**src/rtl/alu_pkg.sv**
```systemverilog
// Shared types for the pipelined ALU: opcode encoding and handshake FSM states.
package alu_pkg;

  localparam int unsigned ALU_OP_W = 4;

  typedef enum logic [ALU_OP_W-1:0] {
    OP_ADD = 4'h0,
    OP_SUB = 4'h1,
    OP_INC = 4'h2,
    OP_DEC = 4'h3,
    OP_AND = 4'h4,
    OP_OR  = 4'h5,
    OP_XOR = 4'h6,
    OP_ADC = 4'h7,
    OP_SBC = 4'h8,
    OP_SHL = 4'h9,
    OP_SHR = 4'hA,
    OP_SAR = 4'hB,
    OP_ROL = 4'hC,
    OP_ROR = 4'hD,
    OP_MUL = 4'hE,
    OP_CMP = 4'hF
  } alu_op_t;

  typedef enum logic [1:0] {
    IDLE,
    BUSY,
    HOLD
  } alu_state_t;

endpackage

```
**src/rtl/alu_mul_seq.sv**
```systemverilog
// Shift-add multiplier: one partial product per cycle, WIDTH cycles per product.
module alu_mul_seq #(
  parameter int unsigned WIDTH = 8
) (
  input  logic               clk,
  input  logic               reset_n,
  input  logic               start,
  input  logic [WIDTH-1:0]   a,
  input  logic [WIDTH-1:0]   b,
  output logic               busy,
  output logic               done,
  output logic [2*WIDTH-1:0] prod
);

  localparam int unsigned CntW = $clog2(WIDTH + 1);

  logic [2*WIDTH-1:0] acc_q, acc_d, mcand_q;
  logic [WIDTH-1:0]   mplier_q;
  logic [CntW-1:0]    cnt_q;
  logic               busy_q;

  // prod is the accumulator including the current step, so it is final while done is high
  always_comb begin
    acc_d = acc_q + (mplier_q[0] ? mcand_q : '0);
  end

  assign busy = busy_q;
  assign done = busy_q && (cnt_q == CntW'(1));
  assign prod = acc_d;

  always_ff @(posedge clk or negedge reset_n) begin
    if (!reset_n) begin
      acc_q    <= '0;
      mcand_q  <= '0;
      mplier_q <= '0;
      cnt_q    <= '0;
      busy_q   <= 1'b0;
    end else if (start) begin
      acc_q    <= '0;
      mcand_q  <= {{WIDTH{1'b0}}, a};
      mplier_q <= b;
      cnt_q    <= CntW'(WIDTH);
      busy_q   <= 1'b1;
    end else if (busy_q) begin
      acc_q    <= acc_d;
      mcand_q  <= mcand_q << 1;
      mplier_q <= mplier_q >> 1;
      cnt_q    <= cnt_q - CntW'(1);
      if (done) begin
        busy_q <= 1'b0;
      end
    end
  end

endmodule

```
**src/rtl/alu_pipe.sv**
```systemverilog
// Handshaked ALU: single-cycle datapath, sequential multiply, result and flags registered together.
module alu_pipe
  import alu_pkg::*;
#(
  parameter int unsigned WIDTH  = 8,
  parameter bit          MUL_EN = 1'b1
) (
  input  logic                clk,
  input  logic                reset_n,
  input  logic                in_valid,
  output logic                in_ready,
  input  logic [ALU_OP_W-1:0] op,
  input  logic [WIDTH-1:0]    in_a,
  input  logic [WIDTH-1:0]    in_b,
  output logic                out_valid,
  input  logic                out_ready,
  output logic [WIDTH-1:0]    out,
  output logic [WIDTH-1:0]    out_hi,
  output logic                flag_zero,
  output logic                flag_neg,
  output logic                flag_carry,
  output logic                flag_ovf
);

  localparam int unsigned Msb = WIDTH - 1;

  alu_state_t       state_q, state_d;
  logic             rdy_q;
  logic [WIDTH-1:0] out_q, hi_q;
  logic             z_q, n_q, c_q, v_q;

  alu_op_t            op_e;
  logic               accept, is_mul, mul_start, mul_busy, mul_done;
  logic               load_alu, load_mul;
  logic [2*WIDTH-1:0] mul_prod;
  logic [WIDTH-1:0]   mul_lo, mul_hi;

  assign op_e      = alu_op_t'(op);
  assign is_mul    = MUL_EN && (op_e == OP_MUL);
  assign in_ready  = rdy_q && !mul_busy && ((state_q == IDLE) || ((state_q == HOLD) && out_ready));
  assign accept    = in_valid && in_ready;
  assign mul_start = accept && is_mul;
  assign mul_lo    = mul_prod[WIDTH-1:0];
  assign mul_hi    = mul_prod[2*WIDTH-1:WIDTH];

  generate
    if (MUL_EN) begin : g_mul
      alu_mul_seq #(.WIDTH(WIDTH)) u_mul (
        .clk    (clk),
        .reset_n(reset_n),
        .start  (mul_start),
        .a      (in_a),
        .b      (in_b),
        .busy   (mul_busy),
        .done   (mul_done),
        .prod   (mul_prod)
      );
    end else begin : g_no_mul
      assign mul_busy = 1'b0;
      assign mul_done = 1'b0;
      assign mul_prod = '0;
    end
  endgenerate

  logic [WIDTH:0]   a_x, bop_x, ci_x, sum;
  logic             arith, is_sub;
  logic [WIDTH-1:0] res;
  logic             res_c, res_v;

  // All add/subtract ops share one (WIDTH+1)-bit path; bit WIDTH is carry or borrow
  always_comb begin
    a_x    = {1'b0, in_a};
    bop_x  = {1'b0, in_b};
    ci_x   = '0;
    arith  = 1'b0;
    is_sub = 1'b0;
    sum    = '0;
    res    = '0;
    res_c  = 1'b0;
    res_v  = 1'b0;
    case (op_e)
      OP_ADD: arith = 1'b1;
      OP_ADC: begin arith = 1'b1; ci_x = {{WIDTH{1'b0}}, c_q}; end
      OP_INC: begin arith = 1'b1; bop_x = {{WIDTH{1'b0}}, 1'b1}; end
      OP_SUB, OP_CMP: begin arith = 1'b1; is_sub = 1'b1; end
      OP_SBC: begin arith = 1'b1; is_sub = 1'b1; ci_x = {{WIDTH{1'b0}}, c_q}; end
      OP_DEC: begin arith = 1'b1; is_sub = 1'b1; bop_x = {{WIDTH{1'b0}}, 1'b1}; end
      OP_AND: res = in_a & in_b;
      OP_OR:  res = in_a | in_b;
      OP_XOR: res = in_a ^ in_b;
      OP_SHL: begin res = {in_a[WIDTH-2:0], 1'b0};      res_c = in_a[Msb]; end
      OP_SHR: begin res = {1'b0, in_a[WIDTH-1:1]};      res_c = in_a[0];   end
      OP_SAR: begin res = {in_a[Msb], in_a[WIDTH-1:1]}; res_c = in_a[0];   end
      OP_ROL: begin res = {in_a[WIDTH-2:0], in_a[Msb]}; res_c = in_a[Msb]; end
      OP_ROR: begin res = {in_a[0], in_a[WIDTH-1:1]};   res_c = in_a[0];   end
      default: ;
    endcase
    if (arith) begin
      sum   = is_sub ? (a_x - bop_x - ci_x) : (a_x + bop_x + ci_x);
      res   = sum[WIDTH-1:0];
      res_c = sum[WIDTH];
      res_v = (is_sub ? (in_a[Msb] != bop_x[Msb]) : (in_a[Msb] == bop_x[Msb]))
              && (res[Msb] != in_a[Msb]);
    end
  end

  always_comb begin
    state_d  = state_q;
    load_alu = accept && !is_mul;
    load_mul = (state_q == BUSY) && mul_done;
    case (state_q)
      IDLE: if (accept) state_d = is_mul ? BUSY : HOLD;
      BUSY: if (mul_done) state_d = HOLD;
      HOLD: begin
        if (accept) begin
          state_d = is_mul ? BUSY : HOLD;
        end else if (out_ready) begin
          state_d = IDLE;
        end
      end
      default: state_d = IDLE;
    endcase
  end

  always_ff @(posedge clk or negedge reset_n) begin
    if (!reset_n) begin
      state_q <= IDLE;
      rdy_q   <= 1'b0;
      out_q   <= '0;
      hi_q    <= '0;
      z_q     <= 1'b0;
      n_q     <= 1'b0;
      c_q     <= 1'b0;
      v_q     <= 1'b0;
    end else begin
      state_q <= state_d;
      rdy_q   <= 1'b1;
      if (load_mul) begin
        out_q <= mul_lo;
        hi_q  <= mul_hi;
        z_q   <= (mul_lo == '0);
        n_q   <= mul_lo[Msb];
        c_q   <= |mul_hi;
        v_q   <= 1'b0;
      end else if (load_alu) begin
        out_q <= res;
        hi_q  <= '0;
        z_q   <= (res == '0);
        n_q   <= res[Msb];
        c_q   <= res_c;
        v_q   <= res_v;
      end
    end
  end

  assign out_valid  = (state_q == HOLD);
  assign out        = out_q;
  assign out_hi     = hi_q;
  assign flag_zero  = z_q;
  assign flag_neg   = n_q;
  assign flag_carry = c_q;
  assign flag_ovf   = v_q;

endmodule

```
**config.mk**
```make
export PLATFORM = sky130hd
export DESIGN_NAME = alu_pipe
export DESIGN_NICKNAME = d
export VERILOG_FILES = /design/src/rtl/alu_pkg.sv /design/src/rtl/alu_mul_seq.sv /design/src/rtl/alu_pipe.sv
export SDC_FILE = /design/constraint.sdc
export NUM_CORES = 1
export LEC_CHECK = 0
export ABC_AREA = 1
export CAP_MARGIN = 20
export CORE_ASPECT_RATIO = 1.1
export CORE_MARGIN = 4
export CORE_UTILIZATION = 35
export CTS_CLUSTER_DIAMETER = 150
export DETAILED_ROUTE_END_ITERATION = 8
export SKIP_CTS_REPAIR_TIMING = 1
export SYNTH_ARGS = -nofsm -noshare
export SYNTH_HDL_FRONTEND = slang
export SYNTH_SLANG_ARGS = --single-unit
```
**constraint.sdc**
```tcl
create_clock -name clk -period 3.45 [get_ports clk]
set_clock_uncertainty 0.05 [all_clocks]
set_input_delay 0.5175 -clock clk [delete_from_list [all_inputs] [get_ports clk]]
set_output_delay 0.5175 -clock clk [all_outputs]
set_load 0.02 [all_outputs]
```
Word level (Yosys, flattened, before mapping)
Cells that the tools add are included.

Bits of input ports: 24. Bits in registers: 68. Word-level logic and storage cells: 113.

Add/sub/neg operators: 6. Muxes and demuxes: 41. Equal/unequal tests: 24. Bitwise operators: 3. Reduce and logical (&&, ||, !) cells: 26.

Operator list (count): $mux W16 (5); $mux W8 (8); $pmux W8 S8 (1); $eq A4 B4 Y1 const B (8); $mux W1 (17); $add A16 B16 Y16 (1); $eq A4 B3 Y1 const B (4); $logic_not A8 Y1 (2); $mux W2 (5); $add A8 B9 Y9 (1); $add A9 B9 Y9 (1); $logic_and A1 B1 Y1 (9); $mux W9 (1); $sub A8 B9 Y9 (1); $sub A9 B9 Y9 (1); $and A8 B8 Y8 (1); $eq A4 B1 Y1 const B (2); $eq A4 B2 Y1 const B (2); $mux W4 (2); $or A8 B8 Y8 (1); $reduce_or A8 Y1 (1); $xor A8 B8 Y8 (1); $reduce_or A7 Y1 (1); $pmux W2 S3 (1); other kinds (17) (23).

Logic depth before layout (Yosys ltp)
Word-level depth: 11. Mapped depth: 22. Mapped depth without buffers: 22.

Modules after synthesis
Synthesis repeated with hierarchy kept, for this count alone.

Cell total of the unflattened synthesis: 855. Area total of the unflattened synthesis: 5713.0 sq um.

Modules (own cells, without submodules): alu_mul_seq (area an instance 2886.5 sq um, cells an instance 393, times used 1); alu_pipe (area an instance 2826.5 sq um, cells an instance 462, times used 1).

Worst setup path before layout
No wires, ideal clock.

Path type: input to register. Start: input op[3]. End: register z_q (netlist: flag_zero). Data required time: 3.323 ns. Library setup time: 0.077 ns. Stages on the path: 19. Slack: 0.749 ns. Arrival: 2.574 ns. Cell sequence: nor2_1 nand2_1 inv_1 nor2_1 inv_1 fa_1 inv_1 ha_1 o21ai_0 nand2_1 nand2_1 nand3_1 nand3_1 nand2_1 nand2_1 nand2_1 nor2_1 nand3_1 a21oi_1.

Longest elaborated chain between the ends: 10. Elaborated cells between the ends (all ways): 37. Classes of those cells: add/sub: 4; eq/ne: 15; mux: 9; reduce/logical: 9.

Ends and longest elaborated chain: start, declared (line alu_pipe.sv:12) `input logic [ALU_OP_W-1:0] op,`; $eq A4 B2 Y1 (line alu_pipe.sv:81) `case (op_e)`; $reduce_or A2 Y1 (no line); $mux W8 (line alu_pipe.sv:81); $add A8 B9 Y9 or $sub A8 B9 Y9 (tied branches) (line alu_pipe.sv:99) `sum = is_sub ? (a_x - bop_x - ci_x) : (a_x + bop_x + ci_x);`; $add A9 B9 Y9 or $sub A9 B9 Y9 (tied branches) (line alu_pipe.sv:99); $mux W9 (line alu_pipe.sv:99); $mux W8 (line alu_pipe.sv:98) `if (arith) begin`; $logic_not A8 Y1 (line alu_pipe.sv:148) `z_q <= (res == '0);`; $mux W1 (line alu_pipe.sv:145) `end else if (load_alu) begin`; $mux W1 (line alu_pipe.sv:138) `if (load_mul) begin`; end signal, assigned (line alu_pipe.sv:141) `z_q <= (mul_lo == '0);`; end signal, assigned (line alu_pipe.sv:148); end, declared (line alu_pipe.sv:30) `logic z_q, n_q, c_q, v_q;`.

Parallel ways exist; a longest one is shown, timed or not. The select of a mux whose other input is x is not followed. A chain may end at the register's enable or synchronous reset.

Worst setup path in the final report
Start: input op[2]. End: register z_q (netlist: flag_zero).

Same word-level chain as after synthesis.

==> summary.txt <==
Clock network
  • # H-tree levels: 3
  • Worst skew pair latency: 0.33 ns
  • Clock buffer depth: 2
  • Clk sinks: 67
  • Root Driver: clkbuf_16
  • Clock-pin slew on the worst setup and hold paths: 0.06 ns
  • CTS tree: built
  • Number of buffers created by CTS: 9

Power
  • Total power: 3.75 mW
  • Power Density: 569 nW/um^2
  • Combinational fraction of design power: 0.410
  • Leakage: 3.48 nW
  • Switch share: 0.390
  • Worst VDD drop: 271 uV
  • Reg power frac: 0.324
  • Clock group share of total power: 0.266
  • Net switching power: 1.46 mW
  • Power Internal: 2.29 mW

Critical path
  • Critical path type: in -> reg
  • Critical Path Fanout Max: 3
  • WP data arrival: 3.33 ns
  • CP startpoint: op[2]
  • Crit end category: flop
  • Crit path launch type: input port
  • Crit path required time: 3.66 ns
  • R2r startpoint: g_mul.u_mul.mplier_q[0]

Status
  • Status: complete, no violations

Timing
  • Worst setup margin: 0.323 ns
  • Worst slew pin tran: 0.636 ns
  • Final Cycle Share: 0.906
  • Setup violators final: 0
  • Fin. Hold Viols: 0
  • RSZ-0062 raised after global routing: no
  • Slew HR: 0.576
  • Final min period: 3.13 ns
  • Top achievable clock speed: 0.320 GHz
  • Max Slew Vio Count: 0

Synthesis
  • Adder-cell share of the synthesized area: 0.143
  • Post-synth EDFFs: 0
  • Synth cell types: 39
  • Sequential-to-total area share from yosys stat: 0.309
  • Post-synthesis xor/xnor area fraction: 0.0275
  • Most used DFF post-synth: dfrtp_1
  • Syn_area_per_cell: 6.92 um^2
  • Mux cell area share after synthesis: 0
  • Largest family of logic cells by synthesized area: simple AND/OR/NAND/NOR gates
  • Post-Synthesis Cells: 783
  • Mapped Area: 5420 um^2
  • Synth warn: 0
  • Syn_nets: 866
  • Number of synthesized register bits: 67
  • Async SR Flop Fraction: 1.00
  • Compound-gate portion of the synthesized area: 0.132
  • Synth Area in Simple Gates: 0.282

Global routing
  • Antenna violations before repair: 0
  • First-pass GRT wire length: 25.3 mm
  • Grt ovf: 0
  • Vias in the first global route: 5199
  • GR Util All Layers: 0.176
  • Largest net degree at the start of global routing: 50

Layout
  • Final nets: 936
  • Layout cell share with drive strength beyond 1: 0.0746
  • Diode count: 0
  • Area grow syn2layout: 21.6%
  • Fill count: 1571

Place
  • Port Buffers: 45
  • Gpl congestion: 0.889
  • Hpwl dp: 11.8 mm
  • Post-Place Setup Slack: -0.0218 ns

Route
  • Antenna-violating nets left: 0
  • Post-DR vias/cell: 4.90
  • WL/cell: 14.2 um
  • Initial DRC count: 333
  • Remaining DRCs: 0
  • Vias: 5169
  • DRT Pass-1 Iters: 5
  • Total Wirelength: 15.0 mm

Floorplan
  • Die ar.: 17500 um^2
  • Initial Utilization: 0.359
  • Number of cell rows: 47
  • Die Ht: 139 um
  • Core area: 15100 um^2
  • Die Span X: 127 um
  • IO Pins: 46

Job
  • Max-capacitance violation count: 0

Hold path
  • Worst min-delay path class: in -> async
==> cell type report <==
class | instances | area (um^2) | area share
multi-input combinational | 571 | 3170 | 0.482
sequential | 67 | 1680 | 0.254
clock inverter | 6 | 88.8 | 0.0135
timing repair buffer | 78 | 693 | 0.105
clock buffer | 10 | 239 | 0.0363
tap | 196 | 245 | 0.0372
inverter | 126 | 473 | 0.0718
==> logic make-up (layout without fill, tap and decap cells) <==
logic type | after synthesis | after routing
adder cells (fa/ha/maj) | 59 | 59
other | 1 | 1
AO/OA/AOI/OAI | 122 | 122
buffers and inverters | 145 | 220
XOR/XNOR | 17 | 17
flip-flops | 67 | 67
AND/OR/NAND/NOR | 372 | 372
==> cells in the mapped netlist (2+ instances only) <==
library cell,n,area share
nand2_1,229,0.16
inv_1,125,0.087
dfrtp_1,67,0.31
nor2_1,67,0.046
nand3_1,55,0.051
ha_1,54,0.12
o21ai_0,49,0.045
a21oi_1,26,0.024
o22ai_1,15,0.017
o211ai_1,13,0.018
clkbuf_1,10,0.0069
xnor2_1,10,0.016
nand4_1,7,0.0081
xor2_1,7,0.011
buf_2,6,0.0055
o221ai_1,6,0.0097
fa_1,5,0.018
nor3_1,4,0.0037
a21oi_2,3,0.0048
nor2_2,3,0.0035
buf_6,2,0.0042
nand2_2,2,0.0023
o21ai_1,2,0.0018
==> metrics by stage <==
| stage | std cells | cell area (um^2) | setup TNS, ns | utilization | hold WS, ns |
|---|---|---|---|---|---|
| after floorplan | 783 | 5420 | 0 | - | 0.172 |
| after global placement | 1037 | 6250 | 0 | 0.414 | 0.420 |
| after detailed placement | 1037 | 6250 | -0.0218 | 0.414 | 0.425 |
| after CTS | 1053 | 6580 | 0 | 0.436 | 0.0850 |
| after global routing | 1054 | 6590 | 0 | 0.436 | 0.111 |
| final | 1054 | 6590 | 0 | 0.436 | 0.0803 |
==> final timing paths <==
| path | to | slack (ns) | cells after the start |
|---|---|---|---|
| min in group clk | out[2] | 0.43 | 2 |
| worst min register to register | out[2] | 0.43 | 2 |
| worst max-delay path | flag_zero | 0.32 | 16 |
| max in group asynchronous | out[3] | 2.27 | 2 |
| worst min-delay path | state_q[1] | 0.08 | 1 |
| worst max register to register | flag_carry | 0.50 | 15 |
==> worst max-delay path, cell delays in order <==
cell	delay [ns]
clkdlybuf4s50_1	0.50
buf_4	0.14
nand2_1	0.07
o21ai_0	0.15
nand2_1	0.10
fa_1	0.41
fa_1	0.43
inv_1	0.09
nand4_1	0.15
nand4_1	0.13
nand3_1	0.10
nand3_1	0.10
nand2_1	0.11
nor2_1	0.12
nand3_1	0.08
a21oi_1	0.13
==> sequential cells by signal, summed over array words and instances (netlist names) <==
register,flops
out_hi,8
g_mul.u_mul.busy,1
g_mul.u_mul.mplier_q,8
out,8
g_mul.u_mul.cnt_q,4
flag_carry,1
flag_ovf,1
g_mul.u_mul.mcand_q,16
state_q,2
g_mul.u_mul.acc_q,16
flag_zero,1
rdy_q,1
==> power by group through the flow <==
stage / Sequential [mW] / Combinational, mW / Clock (mW)
2_1_floorplan: 1.23 / 0.957 / 0
3_3_place_gp: 1.23 / 1.53 / 0
3_5_place_dp: 1.23 / 1.54 / 0
4_1_cts: 1.22 / 1.55 / 1.03
5_1_grt: 1.25 / 1.74 / 1.06
6_report: 1.22 / 1.54 / 1.00
==> placed cells by master (no fill, tap or decap), types with 3 or more instances in the layout <==
| master | netlist | final |
|---|---|---|
| nand2_1 | 229 | 229 |
| inv_1 | 125 | 125 |
| dfrtp_1 | 67 | 67 |
| nor2_1 | 67 | 66 |
| nand3_1 | 55 | 55 |
| ha_1 | 54 | 54 |
| o21ai_0 | 49 | 48 |
| clkdlybuf4s50_1 | 0 | 44 |
| buf_4 | 1 | 33 |
| a21oi_1 | 26 | 26 |
| o22ai_1 | 15 | 15 |
| o211ai_1 | 13 | 13 |
| xnor2_1 | 10 | 10 |
| clkbuf_16 | 0 | 9 |
| nand4_1 | 7 | 7 |
| xor2_1 | 7 | 7 |
| o221ai_1 | 6 | 6 |
| fa_1 | 5 | 5 |
| nor2_2 | 3 | 4 |
| nor3_1 | 4 | 4 |
| a21oi_2 | 3 | 3 |
| o21ai_1 | 2 | 3 |
==> metal layers <==
layer / part of all wire / up-vias / GRT usage
met5: 0 / - / 0
met3: 0.038 / 24 / 0.0266
met4: 0.025 / 0 / 0.0644
li1: - / 2650 / -
met1: 0.44 / 2391 / 0.225
met2: 0.50 / 104 / 0.301
No activity file was read; power rests on OpenSTA's default activity.
